## config.mk

```make
export PLATFORM = sky130hd
export DESIGN_NAME = mont_domain_encoder
export DESIGN_NICKNAME = d
export VERILOG_FILES = /design/src/rtl/mont_domain_encoder.sv
export SDC_FILE = /design/constraint.sdc
export NUM_CORES = 1
export LEC_CHECK = 0
export ABC_AREA = 0
export CAP_MARGIN = 20
export CORE_MARGIN = 2
export CORE_UTILIZATION = 60
export CTS_CLUSTER_DIAMETER = 100
export CTS_CLUSTER_SIZE = 30
export DETAILED_ROUTE_END_ITERATION = 8
export MAX_ROUTING_LAYER = met4
export PLACE_DENSITY = 0.77
export SETUP_SLACK_MARGIN = 0.4
export SLEW_MARGIN = 20
export SYNTH_ARGS = -nofsm -noshare
export SYNTH_HDL_FRONTEND = slang
export SYNTH_SLANG_ARGS = --single-unit
```

## constraint.sdc

```tcl
create_clock -name clk -period 6.65 [get_ports clk]
set_input_delay 1.33 -clock clk [delete_from_list [all_inputs] [get_ports clk]]
set_output_delay 1.33 -clock clk [all_outputs]
set_load 0.02 [all_outputs]
```

## src/rtl/mont_domain_encoder.sv

```systemverilog
// Normal-to-Montgomery domain converter for ML-KEM coefficients (q = 3329, R = 2^16).
// Three-stage valid/ready pipeline computing a*R mod q, with polynomial frame-length checking.
module mont_domain_encoder #(
    parameter int N_COEFF = 256
) (
    input  logic        clk,
    input  logic        rst,
    input  logic        in_valid,
    output logic        in_ready,
    input  logic [15:0] in_data,
    input  logic        in_last,
    output logic        out_valid,
    input  logic        out_ready,
    output logic [15:0] out_data,
    output logic        out_last,
    output logic        frame_err
);
    localparam int CNT_W = (N_COEFF > 1) ? $clog2(N_COEFF) : 1;
    localparam logic [CNT_W-1:0] LAST_CNT = CNT_W'(N_COEFF - 1);
    localparam logic [26:0] R2_MOD_Q = 27'd1353;
    localparam logic [15:0] Q_PRIME  = 16'd3327;
    localparam logic [28:0] Q29      = 29'd3329;
    localparam logic [12:0] Q13      = 13'd3329;

    // Final conditional subtract: u < 2q, so one subtraction lands in [0, q).
    function automatic logic [15:0] csub_q(input logic [12:0] u);
        csub_q = (u >= Q13) ? 16'(u - Q13) : 16'(u);
    endfunction

    logic        en;
    logic        vld_p1_q, last_p1_q;
    logic [26:0] t_p1_q;
    logic        vld_p2_q, last_p2_q;
    logic [26:0] t_p2_q;
    logic [15:0] m_p2_q;
    logic        vld_p3_q, last_p3_q;
    logic [15:0] data_p3_q;
    logic [28:0] sum_p2;
    logic [12:0] u_p2;
    logic [CNT_W-1:0] cnt_q, cnt_d;
    logic        err_q, err_d;

    assign en       = ~vld_p3_q | out_ready;
    assign in_ready = en;

    // Low 16 bits of the sum are zero by construction of m, so the shift is exact.
    assign sum_p2 = 29'(t_p2_q) + 29'(m_p2_q) * Q29;
    assign u_p2   = 13'(sum_p2 >> 16);

    always_ff @(posedge clk or posedge rst) begin
        if (rst) begin
            vld_p1_q  <= 1'b0;
            last_p1_q <= 1'b0;
            vld_p2_q  <= 1'b0;
            last_p2_q <= 1'b0;
            vld_p3_q  <= 1'b0;
            last_p3_q <= 1'b0;
            data_p3_q <= '0;
        end else if (en) begin
            // stage 1: capture input
            vld_p1_q  <= in_valid;
            last_p1_q <= in_last;
            // stage 2: Montgomery quotient
            vld_p2_q  <= vld_p1_q;
            last_p2_q <= last_p1_q;
            // stage 3: reduce and correct
            vld_p3_q  <= vld_p2_q;
            last_p3_q <= last_p2_q;
            data_p3_q <= csub_q(u_p2);
        end
    end

    always_ff @(posedge clk) begin
        if (en) begin
            t_p1_q <= 27'(in_data) * R2_MOD_Q;
            t_p2_q <= t_p1_q;
            m_p2_q <= 16'(t_p1_q[15:0] * Q_PRIME);
        end
    end

    always_comb begin
        cnt_d = cnt_q;
        err_d = err_q;
        if (in_valid && en) begin
            if (cnt_q == LAST_CNT) begin
                cnt_d = '0;
                if (!in_last) err_d = 1'b1;
            end else if (in_last) begin
                cnt_d = '0;
                err_d = 1'b1;
            end else begin
                cnt_d = cnt_q + 1'b1;
            end
        end
    end

    always_ff @(posedge clk or posedge rst) begin
        if (rst) begin
            cnt_q <= '0;
            err_q <= 1'b0;
        end else begin
            cnt_q <= cnt_d;
            err_q <= err_d;
        end
    end

    assign out_valid = vld_p3_q;
    assign out_data  = data_p3_q;
    assign out_last  = last_p3_q;
    assign frame_err = err_q;
endmodule

```

======== Word-level counts from Yosys, hierarchy flattened ========
Index checks and enable logic that the tools add are counted.
cells by class
  bitwise operators ....................... 2
  $add $sub $neg .......................... 3
  mux-type cells .......................... 6
  reductions and logical operators ........ 3
  $lt $le $gt $ge ......................... 1
  equality and inequality tests ........... 2
  multipliers ............................. 3
operators with widths
  cell                                                    number
  adder 27 x 28 -> 29 bit                                 1
  multiplier 16 x 12 -> 28 bit (second input constant)    1
  multiplier 16 x 11 -> 27 bit (second input constant)    1
  multiplier 16 x 12 -> 16 bit (second input constant)    1
  two-way mux 16 bit                                      1
  two-way mux 8 bit                                       2
  subtractor 13 x 12 -> 14 bit (second input constant)    1
  >= comparator 13 x 12 -> 1 bit (second input constant)  1
  adder 8 x 1 -> 8 bit (second input constant)            1
  equality test 8 bit (second input constant)             1
  two-way mux 1 bit                                       3
  AND reduction 3 bit                                     1
  != test 2 bit (second input constant)                   1
  nonzero test 2 bit                                      1
  logical AND 1 bit                                       1
  NOT 1 bit                                               1
  bitwise OR 1 bit                                        1
storage, ports and cells
  register bits after elaboration ......... 101

======== Depth between registers and ports, before layout ========
  word-level depth ........................ 4
  gate-level depth with buffers ........... 24
  gate-level depth less buffers ........... 23

======== Worst setup path after synthesis ========
OpenSTA, ideal clock, no wires.
  kind .................................... input to register
  start point ............................. in in_data[3]
  end point ............................... reg t_p1_q[24], data pin
  arrival time ............................ 5543 ps
  slack ................................... 848 ps
  required time ........................... 6392 ps
  stages .................................. 18
  cells stage by stage .................... ha_1 -> inv_1 -> fa_1 -> inv_1 -> fa_1 -> fa_1 -> ha_1 -> ha_1 -> a21o_1 -> a21o_1 -> a21oi_1 -> o41a_1 -> o21ai_0 -> o41ai_1 -> o21ai_0 -> o21a_1 -> nor2_1 -> xnor2_1
on the way
  word-level cells in the longest chain between the ends .. 1
RTL lines
  what                          RTL line  source
  start, declared               10        input logic [15:0] in_data,
  multiplier 16 x 11 -> 27 bit  75        t_p1_q <= 27'(in_data) * R2_MOD_Q;
  end signal, assigned          75
  end, declared                 32        logic [26:0] t_p1_q;
No other way between the ends.
A chain may end at the register's enable or synchronous reset.

======== Worst setup path in the final report ========
  start point ............................. reg m_p2_q[2]
  end point ............................... reg data_p3_q[5] (netlist: out_data[5])
on the way
  word-level cells in the longest chain between the ends .. 4
RTL lines
  what                                                                                   RTL line  source
  start, declared                                                                        35        logic [15:0] m_p2_q;
  start signal, assigned                                                                 77        m_p2_q <= 16'(t_p1_q[15:0] * Q_PRIME);
  multiplier 16 x 12 -> 28 bit *                                                         47        assign sum_p2 = 29'(t_p2_q) + 29'(m_p2_q) * Q29;
  adder 27 x 28 -> 29 bit *                                                              47
  subtractor 13 x 12 -> 14 bit / >= comparator 13 x 12 -> 1 bit (equally long branches)  27        csub_q = (u >= Q13) ? 16'(u - Q13) : 16'(u);
  two-way mux 16 bit *                                                                   27
  end signal, assigned                                                                   69        data_p3_q <= csub_q(u_p2);
  end, declared                                                                          37        logic [15:0] data_p3_q;
Mark *: on every way between the ends. The rest lies on a longest branch, timed or not.

==> results.sh <==
export IMPL_area_used_by_multi_input_combinational_logic_um2=7770
export IMPL_final_cell_area_um2=12500
export IMPL_timing_reg2reg_worst_path_depth=19
export IMPL_detailedPlacementHpwl_um=17300
export IMPL_syn_nets=1455
export IMPL_antennaDiodeCount=0
export IMPL_synth_enable_flop_cells=69
export IMPL_worst_hold_startpoint="t_p1_q[19]$_DFFE_PN_"
export IMPL_floorplan_initialDensity_pct=61.3
export IMPL_post_detailed_route_drc_marker_count=0
export IMPL_setup_repair_after_global_routing_missed_its_margin="true"
export IMPL_die_footprint_um2=20200
export IMPL_timing_rr_start="m_p2_q[2]$_DFFE_PN_"
export IMPL_worst_hold_slack_ps=419
export IMPL_first_iter_violations=359
export IMPL_max_clock_path_buffers=2
export IMPL_post_synthesis_sequential_element_count=98
export IMPL_finalHoldViolCount=0
export IMPL_cts_max_level=3
export IMPL_post_synth_most_frequent_cells="232 x inv_1, 229 x ha_1, 124 x fa_1, 69 x edfxtp_1, 51 x nand2_1"
export IMPL_sequential_cell_area_um2=2800
export IMPL_asyncSetResetFlopFracSynth_pct=29.6
export IMPL_fin_util_pct=66.9
export IMPL_die_y_um=142
export IMPL_io_pin_count=41
export IMPL_post_route_cells_drive_above_1_share_pct=4.14
export IMPL_min_to="t_p2_q[19]$_DFFE_PN_"
export IMPL_yosys_cell_count_top_type="inv_1"
export IMPL_timing_critical_path_required_ps=6920
export IMPL_grt_max_degree=60
export IMPL_max_freq_ghz=0.165
export IMPL_cts_repair_timing_setup_buffer_count=0
export IMPL_drv_slew=0
export IMPL_finalNetCount=1504
export IMPL_route_antenna_remaining_nets=0
export IMPL_avgSynthCellArea_um2=10.6
export IMPL_wire_per_inst_um=14.8
export IMPL_post_synth_top_area_cell="ha_1"
export IMPL_area_delta_synth_final_pct=9.17
export IMPL_tritoncts_clock_tree="done"
export IMPL_drtPass1Iterations=5
export IMPL_finalCritPeriodShare_pct=91.2
export IMPL_drt_total_wl_um=20300
export IMPL_hold_path_cell_count=0
export IMPL_critical_path_max_fanout=6
export IMPL_timing_rr_end="out_data[5]$_DFFE_PP0N_"
export IMPL_synth_top_flop_cell="edfxtp_1"
export IMPL_ys_seq_area_share_pct=24.4
export IMPL_min_delay_path_class="flop to flop"
export IMPL_core_area_um2=18700
export IMPL_globalplace_congestion=0.921
export IMPL_synth_cell_area_um2=11500
export IMPL_post_route_min_period_ps=6070
export IMPL_finalSetupViolations=0
export IMPL_placementRows=50
export IMPL_vias_in_the_first_global_route=7690
export IMPL_yosysTopAreaCellShare_pct=25.0
export IMPL_cts_made_buffers=9
export IMPL_dpl_cell_area_um2=12200
export IMPL_cts_hold_buffers_added=0
export IMPL_dieWidth_um=142
export IMPL_fillers=1425
export IMPL_global_route_overflow_total=0
export IMPL_synth_cell_types=62
export IMPL_critPathArrivalTime_ps=6340
export IMPL_relSlewSlack_pct=53.7
export IMPL_post_drt_via_cell_ratio=5.41
export IMPL_path_clk_slew_ps=80
export IMPL_grt_first_pass_wirelength_um=35100
export IMPL_ys_warn_count=0
export IMPL_fin_tns_setup_ps=0
export IMPL_timing_reg2reg_setup_slack_ps=580
export IMPL_clock_insertion_delay_worst_skew_ps=360
export IMPL_skew_ps=12.0
export IMPL_path_class="flop to flop"
export IMPL_buffer_type_at_the_clock_tree_root="clkbuf_16"
export IMPL_ys_top_cells_by_area="ha_1 25%, fa_1 22%, edfxtp_1 18%, inv_1 7.6%, dfrtp_1 6.3%"
export IMPL_drv_cap=0
export IMPL_vias_after_detailed_routing=7410
export IMPL_critPathCaptureType="flop"
export IMPL_portBuffers=40
export IMPL_startpoint_type="flop"
export IMPL_grt_usage_pct=22.6
export IMPL_number_of_antenna_violations_at_the_first_check_in_global_routing=0
export IMPL_run_status="complete, no violations"
export IMPL_synth_cells=1081
export IMPL_tightestPinTransition_ps=695
export IMPL_numClockSinks=98
how the worst max path moves through the flow:
stage / startpoint / to / slack, ps / cells after the start
floorplan: in_data[3] / t_p1_q[24]$_DFFE_PN_ / 850 / 18
global placement: in_data[1] / t_p1_q[24]$_DFFE_PN_ / 220 / 17
detailed placement: in_data[1] / t_p1_q[24]$_DFFE_PN_ / 40 / 17
CTS: m_p2_q[3]$_DFFE_PN_ / out_data[5]$_DFFE_PP0N_ / 450 / 19
global route: m_p2_q[2]$_DFFE_PN_ / out_data[5]$_DFFE_PP0N_ / 350 / 19
finish: m_p2_q[2]$_DFFE_PN_ / out_data[5]$_DFFE_PP0N_ / 580 / 19
logic make-up (layout without fill, tap and decap cells):
group / after synthesis / after routing / synth area share, %
AO/OA/AOI/OAI: 152 / 152 / 8.71
XOR/XNOR: 64 / 64 / 4.89
adder cells (fa/ha/maj): 353 / 353 / 46.6
buffers and inverters: 245 / 299 / 8.16
flip-flops: 98 / 98 / 24.4
multiplexers: 3 / 3 / 0.284
AND/OR/NAND/NOR: 166 / 166 / 6.92
placed cells by master, fill, tap and decap left out, types with 14 or more instances in the layout:
cell type,synthesis,layout
inv_1,232,231
ha_1,229,229
fa_1,124,124
edfxtp_1,69,69
nand2_1,51,51
xnor2_1,48,47
nor2_1,46,46
a21oi_1,46,44
clkdlybuf4s50_1,0,40
o21ai_0,32,29
dfrtp_1,29,29
xor2_1,16,16
a21o_1,14,14
per-stage QoR:
stage	setup WS [ps]	instances
floorplan	848	1081
global placement	218	1353
detailed placement	39.8	1353
CTS	453	1369
global route	354	1369
finish	582	1369
metal layers:
layer / up-vias / global-route usage, % / share of wire (%)
met3: 20 / 2.52 / 1.9
li1: 3699 / - / -
met4: 0 / 5.53 / 1.4
met1: 3623 / 27.7 / 44
met2: 68 / 40.1 / 53
met5: - / - / 0
state kept, by name, summed over array words and instances (netlist names):
register   flops
vld_p1_q       1
t_p2_q        27
frame_err      1
m_p2_q        15
out_last       1
cnt_q          8
out_data      14
out_valid      1
last_p2_q      1
t_p1_q        27
last_p1_q      1
vld_p2_q       1
critical path, cell delays in order (launching register included):
cell and delay [ps]:
edfxtp_1 500, ha_1 370, fa_1 490, ha_1 330, fa_1 540, inv_1 50
fa_1 530, inv_1 40, ha_1 350, and4_1 210, o2111ai_1 120, a21o_1 260
a21o_1 260, a311o_1 400, nor3b_4 320, a41o_1 230, a21oi_2 70, o21ai_1 280
mux2_2 390, a311oi_2 250
final cells by class:
cell class / count / area share (%)
tap: 234 / 2.34
multi-input combinational: 738 / 62.1
clock buffer: 11 / 2.11
timing repair buffer: 50 / 3.80
sequential: 98 / 22.4
inverter: 233 / 7.00
clock inverter: 5 / 0.340
repair_timing:
action | CTS | global route
gates resized for setup | 1 | 9
setup endpoints to repair | 1 | 14
pin swaps | 0 | 2
Power is left out: the tool's default activity adds up to more than one toggle a clock period on the data nets, which glitch-free logic cannot reach.
